[config.mk]
export PLATFORM = sky130hd
export DESIGN_NAME = display_mux_scheduler_flat
export DESIGN_NICKNAME = d
export VERILOG_FILES = /design/src/rtl/display_mux_scheduler_pkg.sv /design/src/rtl/display_mux_scheduler_if.sv /design/src/rtl/display_mux_scheduler_counter.sv /design/src/rtl/display_mux_scheduler.sv /design/src/flat_wrapper.sv
export SDC_FILE = /design/constraint.sdc
export NUM_CORES = 1
export LEC_CHECK = 0
export CAP_MARGIN = 20
export CORE_ASPECT_RATIO = 2
export CORE_MARGIN = 4
export CORE_UTILIZATION = 44
export DETAILED_ROUTE_END_ITERATION = 10
export GPL_ROUTABILITY_DRIVEN = 0
export PLACE_DENSITY = 0.75
export REMOVE_ABC_BUFFERS = 1
export SLEW_MARGIN = 25
export SYNTH_ARGS = -nofsm -noshare
export SYNTH_HDL_FRONTEND = slang
export SYNTH_SLANG_ARGS = --single-unit
[constraint.sdc]
create_clock -name clk -period 2.2 [get_ports clk]
set_clock_uncertainty 0.05 [all_clocks]
set_input_delay 0.55 -clock clk [delete_from_list [all_inputs] [get_ports clk]]
set_output_delay 0.55 -clock clk [all_outputs]
set_load 0.005 [all_outputs]
[src/rtl/display_mux_scheduler_pkg.sv]
// Shared types and helpers for the dual seven-segment display scheduler.
//   disp_state_t : scheduler FSM states (blanking interval / digit show slot)
//   NUM_DIGITS   : number of multiplexed digits
//   hex_t        : one hex nibble as presented to the segment decoder
//   onehot2()    : digit index -> active-high digit-select pattern
package disp_pkg;

    typedef enum logic {
        S_BLANK,
        S_SHOW
    } disp_state_t;

    localparam int NUM_DIGITS = 2;

    typedef logic [3:0] hex_t;

    function automatic logic [1:0] onehot2(input logic idx);
        return idx ? 2'b10 : 2'b01;
    endfunction

endpackage

[src/rtl/display_mux_scheduler_if.sv]
// Connection bundle between the nibble sources / segment decoder and the
// display scheduler.
//   dwell      : show time per digit, in cycles minus one
//   digit0/1   : hex nibbles for the left / right digit
//   digit_en   : per-digit enable, bit i = 0 keeps digit i dark
//   hex_out    : nibble to the shared segment decoder
//   seg_blank  : 1 forces the decoder outputs off
//   sel        : one-hot active-high digit drive, 00 while blanking
//   frame_tick : one-cycle pulse after each digit1 show slot
// master = the surrounding system, slave = the scheduler.
interface display_mux_scheduler_if
    import disp_pkg::*;
#(
    parameter int DWELL_W = 20
);
    logic [DWELL_W-1:0]    dwell;
    hex_t                  digit0;
    hex_t                  digit1;
    logic [NUM_DIGITS-1:0] digit_en;
    hex_t                  hex_out;
    logic                  seg_blank;
    logic [NUM_DIGITS-1:0] sel;
    logic                  frame_tick;

    modport master (
        output dwell, digit0, digit1, digit_en,
        input  hex_out, seg_blank, sel, frame_tick
    );

    modport slave (
        input  dwell, digit0, digit1, digit_en,
        output hex_out, seg_blank, sel, frame_tick
    );
endinterface

[src/rtl/display_mux_scheduler_counter.sv]
// Loadable down-counter shared by the blanking and show phases.
//   clk, reset : clock and synchronous active-high reset (loads RST_VAL)
//   load       : load load_val on the next edge instead of decrementing
//   load_val   : reload value
//   zero       : count is at zero (terminal count of the current phase)
module disp_down_counter #(
    parameter int               CNT_W   = 20,
    parameter logic [CNT_W-1:0] RST_VAL = '0
) (
    input  logic             clk,
    input  logic             reset,
    input  logic             load,
    input  logic [CNT_W-1:0] load_val,
    output logic             zero
);

    logic [CNT_W-1:0] count;

    always_ff @(posedge clk) begin
        if (reset) begin
            count <= RST_VAL;
        end else if (load) begin
            count <= load_val;
        end else begin
            count <= count - CNT_W'(1);
        end
    end

    assign zero = (count == '0);

endmodule

[src/rtl/display_mux_scheduler.sv]
// Time-multiplexing scheduler for the dual seven-segment display. Alternates
// the shared hex decoder between digit0 and digit1 and inserts a blanking
// interval of BLANK_CYCLES at every digit switch to suppress ghosting.
//   clk   : system clock
//   reset : synchronous active-high reset
//   bus   : display_mux_scheduler_if slave (inputs nibbles/enables/dwell,
//           outputs hex_out/seg_blank/sel/frame_tick, all registered)
//
// state   | meaning
// --------+---------------------------------------------------------------
// S_BLANK | all digits off, decoder blanked; counting BLANK_CYCLES
// S_SHOW  | digit[ptr] driven with values captured at entry; counting dwell+1
module display_mux_scheduler
    import disp_pkg::*;
#(
    parameter int DWELL_W      = 20,
    parameter int BLANK_CYCLES = 1000,
    parameter int CNT_W        = 20
) (
    input logic                   clk,
    input logic                   reset,
    display_mux_scheduler_if.slave bus
);

    if (BLANK_CYCLES < 1) begin : g_chk_blank
        $error("display_mux_scheduler: BLANK_CYCLES must be at least 1");
    end
    if (CNT_W < DWELL_W) begin : g_chk_dwell_w
        $error("display_mux_scheduler: CNT_W cannot hold the maximum dwell");
    end
    if (((longint'(BLANK_CYCLES) - 1) >> CNT_W) != 0) begin : g_chk_blank_w
        $error("display_mux_scheduler: CNT_W cannot hold BLANK_CYCLES-1");
    end

    localparam logic [CNT_W-1:0] BLANK_LOAD = CNT_W'(BLANK_CYCLES - 1);

    disp_state_t      state;
    logic             ptr;
    hex_t             hex_q;
    logic             blank_q;
    logic [1:0]       sel_q;
    logic             tick_q;
    logic             cnt_zero;
    logic [CNT_W-1:0] load_val;
    hex_t             cur_hex;
    logic             cur_en;

    // The counter reloads on every terminal count; what it reloads with
    // depends on which phase is ending (blank -> dwell, show -> blank length).
    always_comb begin
        load_val = BLANK_LOAD;
        if (state == S_BLANK) begin
            load_val = CNT_W'(bus.dwell);
        end
    end

    disp_down_counter #(
        .CNT_W   (CNT_W),
        .RST_VAL (BLANK_LOAD)
    ) u_cnt (
        .clk      (clk),
        .reset    (reset),
        .load     (cnt_zero),
        .load_val (load_val),
        .zero     (cnt_zero)
    );

    assign cur_hex = ptr ? bus.digit1 : bus.digit0;
    assign cur_en  = bus.digit_en[ptr];

    always_ff @(posedge clk) begin
        if (reset) begin
            state   <= S_BLANK;
            ptr     <= 1'b0;
            hex_q   <= '0;
            blank_q <= 1'b1;
            sel_q   <= 2'b00;
            tick_q  <= 1'b0;
        end else begin
            tick_q <= 1'b0;
            case (state)
                S_BLANK: begin
                    if (cnt_zero) begin
                        state   <= S_SHOW;
                        hex_q   <= cur_hex;
                        sel_q   <= cur_en ? onehot2(ptr) : 2'b00;
                        blank_q <= ~cur_en;
                    end
                end
                S_SHOW: begin
                    if (cnt_zero) begin
                        state   <= S_BLANK;
                        sel_q   <= 2'b00;
                        blank_q <= 1'b1;
                        ptr     <= ~ptr;
                        // Leaving the digit1 slot closes a frame.
                        tick_q  <= ptr;
                    end
                end
                default: begin
                    state <= S_BLANK;
                end
            endcase
        end
    end

    assign bus.hex_out    = hex_q;
    assign bus.seg_blank  = blank_q;
    assign bus.sel        = sel_q;
    assign bus.frame_tick = tick_q;

endmodule

[src/flat_wrapper.sv]
// flat-port wrapper written by rule: the top's interface ports become plain ports
module display_mux_scheduler_flat import disp_pkg::*;
#(
    parameter int DWELL_W      = 20,
    parameter int BLANK_CYCLES = 1000,
    parameter int CNT_W        = 20
)
  (clk, reset, bus_dwell, bus_digit0, bus_digit1, bus_digit_en, bus_hex_out, bus_seg_blank, bus_sel, bus_frame_tick);
  display_mux_scheduler_if #(.DWELL_W(DWELL_W)) bus_i ();
  input logic clk;
  input logic reset;
  input wire logic [$bits(bus_i.dwell)-1:0] bus_dwell;
  input wire logic [$bits(bus_i.digit0)-1:0] bus_digit0;
  input wire logic [$bits(bus_i.digit1)-1:0] bus_digit1;
  input wire logic [$bits(bus_i.digit_en)-1:0] bus_digit_en;
  output wire logic [$bits(bus_i.hex_out)-1:0] bus_hex_out;
  output wire logic [$bits(bus_i.seg_blank)-1:0] bus_seg_blank;
  output wire logic [$bits(bus_i.sel)-1:0] bus_sel;
  output wire logic [$bits(bus_i.frame_tick)-1:0] bus_frame_tick;
  assign bus_i.dwell = bus_dwell;
  assign bus_i.digit0 = bus_digit0;
  assign bus_i.digit1 = bus_digit1;
  assign bus_i.digit_en = bus_digit_en;
  assign bus_hex_out = bus_i.hex_out;
  assign bus_seg_blank = bus_i.seg_blank;
  assign bus_sel = bus_i.sel;
  assign bus_frame_tick = bus_i.frame_tick;
  display_mux_scheduler #(.DWELL_W(DWELL_W), .BLANK_CYCLES(BLANK_CYCLES), .CNT_W(CNT_W)) u_core (.clk(clk), .reset(reset), .bus(bus_i));
endmodule
==> flow_summary.ini <==
[run_status]
status = complete, no violations

[layout]
register_area_um2 = 600.6
multi_input_area_um2 = 989.7
layout_common_cells = 39 x clkdlybuf4s50_1, 30 x dfxtp_1, 20 x nor2_1
final_nets = 269
nFillCells = 340
antennaDiodeCount = 0
final_common_cell = clkdlybuf4s50_1
drive_gt1_share_pct = 16.02
area_growth_pct = 35.70
finalInstanceArea_um2 = 2245

[global_route]
grt.total_usage_pct = 18.53
grt_pass1_wl_um = 6713
grt_pass1_vias = 1479
grt_max_degree = 21
antenna_found_initial = 0
grt.overflow.total = 0

[worst_setup_path]
crit_required_ps = 2370
worstPathMaxFanout = 6
worstReg2RegEnd = u_core.bus.sel[1]
worst-setup-path-type = reg2reg
r2r_cells = 8
worst_setup_path_start_kind = register
regToRegStartpoint = u_core.u_cnt.count[14]
r2r_slack_ps = 120
end_kind = register
arrival_ps = 2250

[clock_network]
path_clk_slew_ps = 60
cts_buffers = 5
clkSinkCount = 30
htreeDepth = 2
root_buffer = clkbuf_8
clock_latency_ps = 280
cts_tree = built
cts_hold_buffers = 0
cts_buffer_depth = 2

[timing]
tightest_slew_ps = 440.6
finalMaxSlewViolations = 0
setup_tns_ps = 0
rsz0062_at_grt = false
worst_slack_ps = 115.0
period_share_pct = 94.77
max_freq_ghz = 0.4796
period_minus_slack_ps = 2085
hold_viol = 0
timing.hold.ws_ps = 435.5
setup_viol_count_final = 0
max-slew-margin-rel_pct = 70.59

[power_and_ir_drop]
power_mw = 1.053
power_density_nw_per_um2 = 469.0
peakVddDrop_mv = 0.3551
leakage_nw = 0.8133

[drt]
route.vias.total = 1500
drt-total-wl_um = 4077
wl_per_cell_um = 14.56
first_pass_iters = 4
drc = 0
routed_via_density = 5.357
drt_iter0_markers = 16
ant_nets = 0

[place]
hpwl_um = 3068
place_ws_ps = 14.07
io_buffer_count = 39
post_dp_cell_area_um2 = 2128

[worst_hold_path]
holdPathEnd = u_core.bus.hex_out[2]
hold_depth = 2
hold_path_class = reg2reg
holdCritStartpoint = u_core.bus.hex_out[2]

[yosys]
ys_ff_latch = 30
syn_area_um2 = 1654
async_flop_share_pct = 0
yosys_warnings = 0
yosysSeqAreaShare_pct = 36.31
synth.distinct_cells = 45
syn_avg_cell_area_um2 = 9.039
netlist_instances = 183
synth_top_area_share_pct = 36.31
synthTopCellsByArea = dfxtp_1 36%, a211oi_1 5.4%, xnor2_1 4.8%, ha_1 4.5%, nor2_1 4.5%
synth_area_leader_cell = dfxtp_1
synth-edff-count = 0
synth_ff_type = dfxtp_1

[job]
cap_violations = 0

[floorplanning]
num_rows = 31
initial_utilization_pct = 45.85
dieArea_um2 = 4864
ioPinCount = 40
dieWidth_um = 51.36
core_um2 = 3607
die_y_um = 94.71
state kept, by name, summed over array words and instances (netlist names):
register and flops:
u_core.bus.sel 2, u_core.bus.seg_blank 1, u_core.bus.hex_out 4, u_core.state 1, u_core.bus.frame_tick 1, u_core.ptr 1, u_core.u_cnt.count 20
stage by stage:
| step | instances | util [%] |
|---|---|---|
| 4_1_cts | 277 | 61.19 |
| 6_report | 280 | 62.23 |
| 3_3_place_gp | 270 | 59.00 |
| 5_1_grt | 280 | 62.23 |
| 3_5_place_dp | 270 | 59.00 |
| 2_1_floorplan | 171 | - |
Yosys cell counts, types with 2 or more instances:
cell type / count
o21ai_1: 7
nor2_1: 20
inv_1: 5
nor4_2: 3
nor4_1: 2
nor4_4: 2
nand2_1: 7
dfxtp_1: 30
a22oi_1: 2
xnor2_1: 9
clkbuf_1: 5
buf_1: 2
buf_2: 3
nor3b_2: 2
a211oi_1: 12
a21oi_1: 14
nand3_1: 3
ha_1: 6
nand4_1: 3
xor2_1: 7
mux2i_1: 5
nor3_1: 11
critical path, cell delays in order (launching register included):
cell and delay, ps:
dfxtp_1 360, nor4_4 330, and4_1 260, nand2_2 90, ha_1 190, or2_2 350, nor3b_1 220, a22oi_1 100
nor2_1 90
where the power goes:
| group | internal, mW | switching [mW] | total (mW) |
|---|---|---|---|
| Clock | 0.212 | 0.194 | 0.405 |
| Sequential | 0.548 | 0.00692 | 0.555 |
| Combinational | 0.0619 | 0.0303 | 0.0922 |
| Total | 0.822 | 0.231 | 1.05 |
how the worst max path moves through the flow:
stage               slack, ps  depth (start not counted)                 to                    from
finish                    120                          8  u_core.bus.sel[1]  u_core.u_cnt.count[14]
global route               20                          9  u_core.bus.sel[1]   u_core.u_cnt.count[0]
CTS                        10                          9  u_core.bus.sel[1]   u_core.u_cnt.count[0]
detailed placement         10                          9  u_core.bus.sel[1]   u_core.u_cnt.count[0]
global placement          130                          9  u_core.bus.sel[1]   u_core.u_cnt.count[0]
floorplan                  60                          8  u_core.bus.sel[1]   u_core.u_cnt.count[6]
final cells by class:
| class | count | area share [%] |
|---|---|---|
| inverters | 5 | 0.8361 |
| clock buffers | 5 | 3.066 |
| flip-flops and latches | 30 | 26.76 |
| well taps | 49 | 2.731 |
| clock inverters | 2 | 0.4459 |
| multi-input cells | 136 | 44.09 |
| repair buffers | 53 | 22.07 |
metal layers:
| metal | up-vias | global-route usage, % | part of all wire (%) |
|---|---|---|---|
| met5 | - | 0 | 0 |
| met4 | 0 | 8.096 | 2.0 |
| met3 | 10 | 3.949 | 3.2 |
| met2 | 32 | 35.34 | 58 |
| met1 | 709 | 18.48 | 37 |
| li1 | 749 | - | - |
kinds of logic after synthesis:
logic type	share of synthesized area, %
xor+xnor	8.472
flops	36.31
buf+inv	4.766
simple gates	27.84
fa+ha+maj	4.538
mux	3.707
compound gates	14.37
repair_timing:
item / CTS / global route
endpoints found under the setup margin: 0 / 3
endpoints found under the hold margin: 0 / 0
resized for setup: 0 / 2
buffers inserted: 0 / 3
Power figures use the tool's default switching activity.
